$ cat src/rtl/alu_issue_ctrl_if.sv
// Request / response / ALU-side bundle for the ALU issue controller.
// Latency: none; this file declares the wires and directions only.
// Backpressure: req_valid/req_ready and rsp_valid/rsp_ready, both consumed at a rising edge.
//
// Ports carried:
//   request  : req_valid, req_ready, req_opcode, req_a, req_b
//   ALU side : alu_a, alu_b, alu_ctrl (to ALU); alu_result, alu_zero, alu_neg (from ALU)
//   response : rsp_valid, rsp_ready, rsp_result, rsp_zero, rsp_neg, rsp_illegal
// Modport slave is the controller. Modport master is the issue logic, which also hosts the ALU.
interface alu_issue_ctrl_if #(
    parameter int DATA_W = 32
);
    logic              req_valid;
    logic              req_ready;
    logic [2:0]        req_opcode;
    logic [DATA_W-1:0] req_a;
    logic [DATA_W-1:0] req_b;

    logic [DATA_W-1:0] alu_a;
    logic [DATA_W-1:0] alu_b;
    logic [2:0]        alu_ctrl;
    logic [DATA_W-1:0] alu_result;
    logic              alu_zero;
    logic              alu_neg;

    logic              rsp_valid;
    logic              rsp_ready;
    logic [DATA_W-1:0] rsp_result;
    logic              rsp_zero;
    logic              rsp_neg;
    logic              rsp_illegal;

    modport slave (
        input  req_valid, req_opcode, req_a, req_b,
        input  alu_result, alu_zero, alu_neg,
        input  rsp_ready,
        output req_ready,
        output alu_a, alu_b, alu_ctrl,
        output rsp_valid, rsp_result, rsp_zero, rsp_neg, rsp_illegal
    );

    modport master (
        output req_valid, req_opcode, req_a, req_b,
        output alu_result, alu_zero, alu_neg,
        output rsp_ready,
        input  req_ready,
        input  alu_a, alu_b, alu_ctrl,
        input  rsp_valid, rsp_result, rsp_zero, rsp_neg, rsp_illegal
    );
endinterface

$ cat src/rtl/alu_issue_ctrl.sv
// Issues one op to a combinational ALU, holds its inputs while it settles, and captures a held response.
// Latency: the response is valid SETTLE_CYCLES cycles after accept (next cycle for an illegal opcode).
// Backpressure: the response is held until rsp_ready; requests are accepted only in IDLE and are never queued.
//
// Ports:
//   clk, reset_n : clock; synchronous reset, active low
//   bus (slave)  : request handshake, ALU drive/return, response handshake
//   op_count     : responses completed (includes illegal ones); wraps to zero
module alu_issue_ctrl #(
    parameter int DATA_W        = 32,
    parameter int SETTLE_CYCLES = 1,
    parameter int CNT_W         = 16
) (
    input  logic             clk,
    input  logic             reset_n,
    alu_issue_ctrl_if.slave  bus,
    output logic [CNT_W-1:0] op_count
);
    localparam logic [2:0] OP_AND   = 3'd0;
    localparam logic [2:0] OP_ADD   = 3'd1;
    localparam logic [2:0] OP_SUB   = 3'd2;
    localparam logic [2:0] OP_CMP   = 3'd3;
    localparam logic [2:0] OP_SLL   = 3'd4;
    localparam logic [2:0] OP_SLR   = 3'd5;
    // The ALU default path; driven whenever no operation owns the ALU.
    localparam logic [2:0] CTRL_IDLE   = 3'b111;
    localparam logic [3:0] SETTLE_INIT = 4'(SETTLE_CYCLES - 1);

    typedef enum logic [1:0] {
        IDLE   = 2'd0,
        SETTLE = 2'd1,
        RESP   = 2'd2
    } state_t;

    state_t state, state_nxt;

    logic [3:0]        settle_cnt;
    logic [2:0]        op_q;
    logic [DATA_W-1:0] alu_a_q;
    logic [DATA_W-1:0] alu_b_q;
    logic [2:0]        alu_ctrl_q;
    logic [DATA_W-1:0] rsp_result_q;
    logic              rsp_zero_q;
    logic              rsp_neg_q;
    logic              rsp_illegal_q;
    logic              req_ready_c;
    logic              rsp_valid_c;

    logic req_legal;
    logic req_shift;
    assign req_legal = (bus.req_opcode <= OP_SLR);
    assign req_shift = (bus.req_opcode == OP_SLL) || (bus.req_opcode == OP_SLR);

    always_ff @(posedge clk) begin
        if (!reset_n) begin
            state <= IDLE;
        end else begin
            state <= state_nxt;
        end
    end

    always_comb begin
        state_nxt   = state;
        req_ready_c = 1'b0;
        rsp_valid_c = 1'b0;
        case (state)
            IDLE: begin
                req_ready_c = 1'b1;
                if (bus.req_valid) begin
                    // Illegal opcodes never touch the ALU and respond at once.
                    state_nxt = req_legal ? SETTLE : RESP;
                end
            end
            SETTLE: begin
                if (settle_cnt == 4'd0) begin
                    state_nxt = RESP;
                end
            end
            RESP: begin
                rsp_valid_c = 1'b1;
                if (bus.rsp_ready) begin
                    state_nxt = IDLE;
                end
            end
            default: begin
                state_nxt = IDLE;
            end
        endcase
    end

    always_ff @(posedge clk) begin
        if (!reset_n) begin
            settle_cnt    <= 4'd0;
            op_q          <= 3'd0;
            alu_a_q       <= '0;
            alu_b_q       <= '0;
            alu_ctrl_q    <= CTRL_IDLE;
            rsp_result_q  <= '0;
            rsp_zero_q    <= 1'b0;
            rsp_neg_q     <= 1'b0;
            rsp_illegal_q <= 1'b0;
            op_count      <= '0;
        end else begin
            case (state)
                IDLE: begin
                    if (bus.req_valid) begin
                        op_q <= bus.req_opcode;
                        if (req_legal) begin
                            alu_a_q    <= bus.req_a;
                            // Shift distance is the low five bits only, so the ALU never
                            // sees an out-of-range shift amount.
                            alu_b_q    <= req_shift ? {{(DATA_W-5){1'b0}}, bus.req_b[4:0]}
                                                    : bus.req_b;
                            alu_ctrl_q <= bus.req_opcode;
                            settle_cnt <= SETTLE_INIT;
                        end else begin
                            rsp_result_q  <= '0;
                            rsp_zero_q    <= 1'b0;
                            rsp_neg_q     <= 1'b0;
                            rsp_illegal_q <= 1'b1;
                        end
                    end
                end
                SETTLE: begin
                    if (settle_cnt == 4'd0) begin
                        rsp_result_q  <= bus.alu_result;
                        // The ALU drives its flags for every op; keep only the ones that
                        // mean something for this opcode.
                        rsp_zero_q    <= (op_q == OP_CMP) && bus.alu_zero;
                        rsp_neg_q     <= ((op_q == OP_ADD) || (op_q == OP_SUB)) && bus.alu_neg;
                        rsp_illegal_q <= 1'b0;
                    end else begin
                        settle_cnt <= settle_cnt - 4'd1;
                    end
                end
                RESP: begin
                    if (bus.rsp_ready) begin
                        alu_ctrl_q <= CTRL_IDLE;
                        op_count   <= op_count + CNT_W'(1);
                    end
                end
                default: begin
                    alu_ctrl_q <= CTRL_IDLE;
                end
            endcase
        end
    end

    assign bus.req_ready   = req_ready_c;
    assign bus.rsp_valid   = rsp_valid_c;
    assign bus.alu_a       = alu_a_q;
    assign bus.alu_b       = alu_b_q;
    assign bus.alu_ctrl    = alu_ctrl_q;
    assign bus.rsp_result  = rsp_result_q;
    assign bus.rsp_zero    = rsp_zero_q;
    assign bus.rsp_neg     = rsp_neg_q;
    assign bus.rsp_illegal = rsp_illegal_q;

    // OP_AND is listed for decode completeness; opcode 0 passes straight through as ALU control.
    logic unused_and;
    assign unused_and = (OP_AND == 3'd0);
endmodule
$ cat src/flat_wrapper.sv
// flat-port wrapper written by rule: the top's interface ports become plain ports
module alu_issue_ctrl_flat 
#(
    parameter int DATA_W        = 32,
    parameter int SETTLE_CYCLES = 1,
    parameter int CNT_W         = 16
)
  (clk, reset_n, op_count, bus_req_valid, bus_req_opcode, bus_req_a, bus_req_b, bus_alu_result, bus_alu_zero, bus_alu_neg, bus_rsp_ready, bus_req_ready, bus_alu_a, bus_alu_b, bus_alu_ctrl, bus_rsp_valid, bus_rsp_result, bus_rsp_zero, bus_rsp_neg, bus_rsp_illegal);
  alu_issue_ctrl_if #(.DATA_W(DATA_W)) bus_i ();
  input  logic clk;
  input  logic reset_n;
  output logic [CNT_W-1:0] op_count;
  input wire logic [$bits(bus_i.req_valid)-1:0] bus_req_valid;
  input wire logic [$bits(bus_i.req_opcode)-1:0] bus_req_opcode;
  input wire logic [$bits(bus_i.req_a)-1:0] bus_req_a;
  input wire logic [$bits(bus_i.req_b)-1:0] bus_req_b;
  input wire logic [$bits(bus_i.alu_result)-1:0] bus_alu_result;
  input wire logic [$bits(bus_i.alu_zero)-1:0] bus_alu_zero;
  input wire logic [$bits(bus_i.alu_neg)-1:0] bus_alu_neg;
  input wire logic [$bits(bus_i.rsp_ready)-1:0] bus_rsp_ready;
  output wire logic [$bits(bus_i.req_ready)-1:0] bus_req_ready;
  output wire logic [$bits(bus_i.alu_a)-1:0] bus_alu_a;
  output wire logic [$bits(bus_i.alu_b)-1:0] bus_alu_b;
  output wire logic [$bits(bus_i.alu_ctrl)-1:0] bus_alu_ctrl;
  output wire logic [$bits(bus_i.rsp_valid)-1:0] bus_rsp_valid;
  output wire logic [$bits(bus_i.rsp_result)-1:0] bus_rsp_result;
  output wire logic [$bits(bus_i.rsp_zero)-1:0] bus_rsp_zero;
  output wire logic [$bits(bus_i.rsp_neg)-1:0] bus_rsp_neg;
  output wire logic [$bits(bus_i.rsp_illegal)-1:0] bus_rsp_illegal;
  assign bus_i.req_valid = bus_req_valid;
  assign bus_i.req_opcode = bus_req_opcode;
  assign bus_i.req_a = bus_req_a;
  assign bus_i.req_b = bus_req_b;
  assign bus_i.alu_result = bus_alu_result;
  assign bus_i.alu_zero = bus_alu_zero;
  assign bus_i.alu_neg = bus_alu_neg;
  assign bus_i.rsp_ready = bus_rsp_ready;
  assign bus_req_ready = bus_i.req_ready;
  assign bus_alu_a = bus_i.alu_a;
  assign bus_alu_b = bus_i.alu_b;
  assign bus_alu_ctrl = bus_i.alu_ctrl;
  assign bus_rsp_valid = bus_i.rsp_valid;
  assign bus_rsp_result = bus_i.rsp_result;
  assign bus_rsp_zero = bus_i.rsp_zero;
  assign bus_rsp_neg = bus_i.rsp_neg;
  assign bus_rsp_illegal = bus_i.rsp_illegal;
  alu_issue_ctrl #(.DATA_W(DATA_W), .SETTLE_CYCLES(SETTLE_CYCLES), .CNT_W(CNT_W)) u_core (.clk(clk), .reset_n(reset_n), .bus(bus_i), .op_count(op_count));
endmodule
$ cat config.mk
export PLATFORM = sky130hd
export DESIGN_NAME = alu_issue_ctrl_flat
export DESIGN_NICKNAME = d
export VERILOG_FILES = /design/src/rtl/alu_issue_ctrl_if.sv /design/src/rtl/alu_issue_ctrl.sv /design/src/flat_wrapper.sv
export SDC_FILE = /design/constraint.sdc
export NUM_CORES = 1
export LEC_CHECK = 0
export BUFFER_PORTS_ARGS = -buffer_cell sky130_fd_sc_hd__buf_2
export CAP_MARGIN = 20
export CORE_MARGIN = 5
export CORE_UTILIZATION = 42
export DETAILED_ROUTE_END_ITERATION = 12
export PLACE_DENSITY = 0.76
export SYNTH_ARGS = -nofsm -noshare
export SYNTH_HDL_FRONTEND = slang
export SYNTH_SLANG_ARGS = --single-unit
export TNS_END_PERCENT = 10
$ cat constraint.sdc
create_clock -name clk -period 1.85 [get_ports clk]
set_clock_uncertainty 0.15 [all_clocks]
set_input_delay 0.37 -clock clk [delete_from_list [all_inputs] [get_ports clk]]
set_output_delay 0.37 -clock clk [all_outputs]
set_load 0.05 [all_outputs]
==> metrics.md, run 1 <==
| Metric | Value |
|---|---|
| Gate power share | 16.2% |
| Flops & latches, synth | 127 |
| HP Class | in -> reg |
| Clock slew at reported path FFs | 50 ps |
| GR met3 Demand/Resource | 6.97% |
| Most instantiated flip-flop cell in the synthesis netlist | dfxtp_1 |
| Data arrival time of the critical path | 1290 ps |
| Worst voltage drop across the vdd grid | 0.747 mV |
| Number of unique standard cell types used by synthesis | 42 |
| Period minus WS final | 1810 ps |
| GR Util met2 | 31.5% |
| Setup slack after placement | -39.5 ps |
| Sw frac | 27.5% |
| Overflow after GRT | 0 |
| Final antenna diode count | 0 |
| Final antenna-violating net count | 0 |
| I/O Pins | 225 |
| Number of rows in the core area | 39 |
| Synth warnings | 0 |
| Final Net Count | 844 |
| Timing-limited maximum frequency | 551 MHz |
| Worst flop-to-flop path endpoint | u_core.op_count[12] |
| Most frequent cell on the critical path | buf_8 |
| Final-report setup violation count | 0 |
| Number of global-route vias before repair | 4565 |
| Post-synthesis instance area | 4880 sq um |
| Synthesized netlist net count | 610 |
| Final slew viol count | 0 |
| Cell type of the slowest stage on the worst timing path | dfxtp_2 |
| Pwr dens | 1100 nW/um^2 |
| Reported net switching power | 2.13 mW |
| FF-to-FF Start | u_core.state[0] |
| Number of DRC violations after detailed-routing iteration 0 | 225 |
| Internal portion of total power | 5.61 mW |
| Clock share of power | 45.8% |
| Horiz. Die Dim | 118 microns |
| Sequential fraction of the synthesis area | 52.1% |
| Critical Path End Type | output pin |
| Worst reg-to-reg path cell count | 4 |
| Ratio of routed vias to standard cells | 5.02 |
| GR Util All Layers | 18.4% |
| Clock tree buffer depth | 2 |
| Endpoints failing hold | 0 |
| Cell accounting for the most synthesized area | dfxtp_1 |
| Async set or reset register ratio after synthesis | 0% |
| Required time at the worst-slack endpoint | 1330 ps |
| Number of clock buffers inserted by TritonCTS | 17 |
| Relative area change from synthesis to final layout | 44.1% |
| Post-synth EDFFs | 0 |
| Global-route wire length before repair | 21500 microns |
| Starting utilization of the core area | 42.7% |
| Clock Root Buffer | clkbuf_16 |
| Worst Setup Start Kind | flop |
| Dominant cell by count in the synthesized netlist | dfxtp_1 |
| Fraction of post-synthesis cell area in the top cell type by area | 52.1% |
| Final weighted congestion of routability-driven global placement | 0.782 |
| Clock tree from TritonCTS | yes |
| Pin slew with the least headroom to its limit | 516 ps |
| H-tree lvl count | 4 |
| Setup total negative slack | 0 ps |
| Maximum number of pins on one net before global-route repair | 64 |
| Die area | 13900 sq um |
| Top fanout value on the critical path | 12 |
| Total Routed Length | 13300 microns |
| Cell leakage power | 3.25 nW |
| Count of buffering cells on the critical path with inverters included | 2 |
| RSZ-0062 raised after global routing | yes |
| Met1 routing resource usage after global routing | 21.1% |
| Crit Path Class | reg -> out |
| Power share of the sequential group | 38.0% |
| Share of final-layout standard cells stronger than drive strength 1 | 41.4% |
| Average wire per standard cell | 14.9 microns |
| Outcome | finished, final reports clean |
| Antenna violations before repair | 0 |
| Portion of the clock cycle consumed by the worst path in the final layout | 98.0% |
| Via Count | 4476 |
| Buffer count from post-CTS setup fixing | 0 |
| Die Y-Extent | 118 microns |
| CP endpoint | bus_rsp_valid |
| Clk sink count | 127 |
| Most used standard cells in the synthesized netlist | dfxtp_1 (127), nand2_1 (90), nor2b_1 (37) |
| Instance count of the mapped netlist | 502 |
| Cell types occupying the most area after synthesis | dfxtp_1 (52%), nand2_1 (6.9%), a21boi_0 (5.4%) |
| Number of design rule violations left after detail routing | 0 |
| Count of port buffers added during placement | 224 |
| MaxCap Viol Count | 0 |
| Stages on the worst setup path | 3 |
| Clock latency of the later-clocked register in the worst-skew pair | 400 ps |
| Crit path max-delay family | flip-flops |
| Slack of the worst reg-to-reg path | 50 ps |
| CP peak stage delay | 380 ps |
| Min setup slack post-route | 36.7 ps |
| DP HPWL | 9570 microns |
| Slew HR | 65.6% |
| Average size of a mapped cell | 9.72 sq um |
| Critical path origin | u_core.state[1] |
| TritonRoute pass-1 iters | 4 |
| Placeable core region | 11400 sq um |
| Ordered list of cells on the worst path | buf_8, nor2b_4, buf_8 |
| Busiest layer in global routing | met2 |
timing repair:
item,CTS,global route
endpoints found under the hold margin,0,0
pin swaps,0,1
cloned,0,2
hold buffers,0,0
endpoints found under the setup margin,31,77
gates resized for setup,10,20
stage by stage:
stage	instance area, sq um	total power [mW]	util (%)	instances	hold WS [ps]
floorplan	4920	3.84	-	502	314
global placement	6270	4.18	54.9	858	289
detailed placement	6270	4.21	54.9	858	295
CTS	6930	7.78	60.7	890	4.96
global route	7040	8.06	61.6	892	9.28
finish	7040	7.74	61.6	892	25.7
kinds of logic (layout without fill, tap and decap cells):
| family | Yosys count | count (layout) | synth area share [%] |
|---|---|---|---|
| and+or+nand+nor | 194 | 194 | 21.1 |
| buffers and inverters | 41 | 288 | 4.20 |
| xor gates and xnor gates | 11 | 11 | 1.97 |
| DFF | 127 | 127 | 52.1 |
| AOI/OAI and AO/OA | 120 | 120 | 18.6 |
| adders and majority gates | 3 | 3 | 0.769 |
| muxes | 6 | 6 | 1.23 |
layout by cell type (no fill, tap or decap), drive strengths merged, types with 2 or more instances in the layout:
cell,n
a21boi,45
a21oi,2
a22o,27
a22oi,34
and2,11
and3,2
and4b,3
buf,247
bufinv,4
clkbuf,21
clkinv,3
clkinvlp,3
dfxtp,127
ha,3
inv,10
mux2i,6
nand2,90
nand2b,3
nand3,12
nand4b,2
nor2,9
nor2b,37
nor3,5
nor3b,3
nor4,4
nor4b,2
o21ai,11
or3,5
or3b,2
or4,2
xnor2,6
xor2,5
area by class of cell:
class / count / area [sq um]
clock buffers: 19 / 453
inverters: 7 / 26.3
repair buffers: 249 / 1430
fillers: 978 / 4380
flip-flops and latches: 127 / 2570
multi-input cells: 334 / 2200
well taps: 143 / 179
clock inverters: 13 / 184
flip-flops by register name, indices dropped and copies added, names as in the netlist:
register / count
u_core.bus.alu_a: 32
u_core.bus.alu_b: 32
u_core.bus.alu_ctrl: 3
u_core.bus.rsp_illegal: 1
u_core.bus.rsp_neg: 1
u_core.bus.rsp_result: 32
u_core.bus.rsp_zero: 1
u_core.op_count: 16
u_core.op_q: 3
u_core.settle_cnt: 4
u_core.state: 2
power groups by stage:
| stage | sequential, mW | combinational (mW) | clock (mW) |
|---|---|---|---|
| floorplan | 3.43 | 0.408 | 0 |
| global placement | 3.00 | 1.18 | 0 |
| detailed placement | 3.00 | 1.21 | 0 |
| CTS | 2.95 | 1.22 | 3.61 |
| global route | 2.96 | 1.34 | 3.75 |
| finish | 2.94 | 1.25 | 3.54 |
worst min-delay path by stage:
stage                    startpoint  cells after the start  slack, ps                    to
2_1_floorplan        u_core.op_q[0]                      2        310        u_core.op_q[0]
3_3_place_gp   u_core.bus.alu_a[25]                      2        290  u_core.bus.alu_a[25]
3_5_place_dp   u_core.bus.alu_a[17]                      2        300  u_core.bus.alu_a[17]
4_1_cts               bus_req_b[21]                      2          5  u_core.bus.alu_b[21]
5_1_grt               bus_req_b[19]                      2          9  u_core.bus.alu_b[19]
6_report              bus_req_b[26]                      2         30  u_core.bus.alu_b[26]
routing by layer:
metal  vias to the layer above  part of all wire [%]
li1                       2212                     -
met1                      2085                    40
met2                       163                    50
met3                        16                   8.1
met4                         0                   1.3
met5                         -                     0
Power figures use the tool's default switching activity.
==> run 2, diff against run 1 <==
CORE_UTILIZATION = 44   (was 42)
CTS_BUF_LIST = sky130_fd_sc_hd__clkbuf_2   (was unset)
PLACE_DENSITY = 0.79   (was 0.76)
==> metrics.md, run 2 (same netlist as run 1, synthesis figures left out) <==
| Metric | Value |
|---|---|
| Pin slew with the least headroom to its limit | 466 ps (-50.0 ps) |
| Slew HR | 68.9% (+3.3 points) |
| Clock latency of the later-clocked register in the worst-skew pair | 690 ps (+290 ps) |
| Final weighted congestion of routability-driven global placement | 0.843 (+7.8%) |
| Data arrival time of the critical path | 2540 ps (+1250 ps) |
| Final instance area | 9160 sq um (+30%) |
| Period minus WS final | 2070 ps (+253 ps) |
| Top fanout value on the critical path | 6 (-6) |
| Worst Setup Start Kind | flop |
| Min setup slack post-route | -216 ps (-253 ps) |
| GR Util All Layers | 26.1% (+7.7 points) |
| RSZ-0062 raised after global routing | yes |
| DP HPWL | 9640 microns (+0.77%) |
| Starting utilization of the core area | 45.0% (+2.3 points) |
| Die area | 13300 sq um (-4.2%) |
| Portion of the clock cycle consumed by the worst path in the final layout | 112% (+14 points) |
| Worst voltage drop across the vdd grid | 0.568 mV (-24%) |
| Number of DRC violations after detailed-routing iteration 0 | 345 (+53%) |
| Clock slew at reported path FFs | 190 ps (+140 ps) |
| Setup slack after placement | -20.6 ps (+19.0 ps) |
| Antenna violations before repair | 0 (unchanged) |
| Post-placement cell area | 6270 sq um (+0.14%) |
| Timing-limited maximum frequency | 484 MHz (-12%) |
| Final antenna-violating net count | 0 (unchanged) |
| Outcome | complete, but fails checks |
| Failing checks | setup timing |
| Clk sink count | 127 (unchanged) |
| Total Routed Length | 20500 microns (+54%) |
| HP Class | in -> reg |
| Critical Path End Type | flop |
| Endpoints failing hold | 0 (unchanged) |
| Cell type of the slowest stage on the worst timing path | or4_4 |
| Count of port buffers added during placement | 224 (unchanged) |
| Cell leakage power | 3.92 nW (+21%) |
| Ordered list of cells on the worst path | nand4_1, or4_4, or3_1, a21boi_1 |
| Ratio of routed vias to standard cells | 5.35 (+6.6%) |
| Number of global-route vias before repair | 5521 (+21%) |
| Final slew viol count | 0 (unchanged) |
| Commonest cells after routing, fill and taps aside | dlygate4sd3_1 (104), buf_2 (104), dfxtp_2 (95) |
| Number of rows in the core area | 38 (-2.6%) |
| Global-route wire length before repair | 27300 microns (+27%) |
| Overflow after GRT | 0 (unchanged) |
| Via Count | 5424 (+21%) |
| Clock tree from TritonCTS | yes |
| TritonRoute pass-1 iters | 5 (+1) |
| Number of clock buffers inserted by TritonCTS | 17 (unchanged) |
| Post-layout util | 84.5% (+23 points) |
| Final-report setup violation count | 48 (+48) |
| Clock tree buffer depth | 2 (unchanged) |
| Number of cells in the finished layout apart from fillers | 1014 (+14%) |
| Relative area change from synthesis to final layout | 87.7% |
| Average wire per standard cell | 20.2 microns (+35%) |
| Total power of the final layout | 6.49 mW (-16%) |
| I/O Pins | 225 (unchanged) |
| MaxCap Viol Count | 0 (unchanged) |
| Cell count after placement | 855 (-0.35%) |
| Placeable core region | 10800 sq um (-5.1%) |
| Horiz. Die Dim | 115 microns (-2.1%) |
| Pwr dens | 709 nW/um^2 (-36%) |
| Share of final-layout standard cells stronger than drive strength 1 | 52.7% (+11 points) |
| H-tree lvl count | 4 (unchanged) |
| Number of design rule violations left after detail routing | 0 (unchanged) |
| CP peak stage delay | 610 ps (+230 ps) |
| Required time at the worst-slack endpoint | 2330 ps (+1000 ps) |
| Maximum number of pins on one net before global-route repair | 42 (-34%) |
| Final Net Count | 968 (+15%) |
| Clock Root Buffer | clkbuf_2 |
| Crit Path Class | reg -> reg |
| Die Y-Extent | 115 microns (-2.1%) |
## run 2: metal layers
metal	GRT usage, %	vias to the layer above	part of all wire, %
met4	11.4	0	4.4
met2	47.7	316	52
li1	-	2460	-
met5	0	-	0
met1	27.1	2563	34
met3	8.74	85	9.0
## run 2: final timing paths
check | start | to | slack [ps] | cells after the start
min | bus_req_b[28] | u_core.bus.alu_b[28] | 270 | 3
max | u_core.op_count[4] | u_core.op_count[10] | -220 | 4
max reg2reg | u_core.op_count[4] | u_core.op_count[10] | -220 | 4
min reg2reg | u_core.bus.alu_a[17] | u_core.bus.alu_a[17] | 330 | 2
## run 2: layout make-up
| cell class | instances | area, sq um |
|---|---|---|
| antenna | 1 | 2.50 |
| clock buffer | 23 | 115 |
| clock inverter | 9 | 92.6 |
| fill | 511 | 1680 |
| inverter | 7 | 26.3 |
| multi-input combinational | 334 | 2320 |
| sequential | 127 | 2740 |
| tap | 140 | 175 |
| timing repair buffer | 373 | 3680 |
## run 2: worst max-delay path, delay by kind of cell, from the launching register on
family           cells  cell delay (ps)
AO/OA/AOI/OAI        1              150
AND/OR/NAND/NOR      3             1270
flip-flops           1              430
## run 2: timing repair
item,in CTS,in global routing
gates resized for setup,238,260
hold endpoints to repair,115,0
endpoints found under the setup margin,124,223
gates cloned,0,4
hold buffers,104,0
pin swaps,3,7
buffers inserted,9,9
## run 2: power breakdown
group / internal (mW) / total (mW) / switching [mW]
Clock: 0.632 / 1.66 / 1.03
Sequential: 2.87 / 3.00 / 0.127
Combinational: 0.842 / 1.83 / 0.988
## run 2: through the flow
step / TNS (ps) / hold slack (ps)
3_3_place_gp: 0 / 290
6_report: -5250 / 274
3_5_place_dp: -20.6 / 297
2_1_floorplan: -669 / 314
5_1_grt: -9980 / 201
4_1_cts: -976 / 203
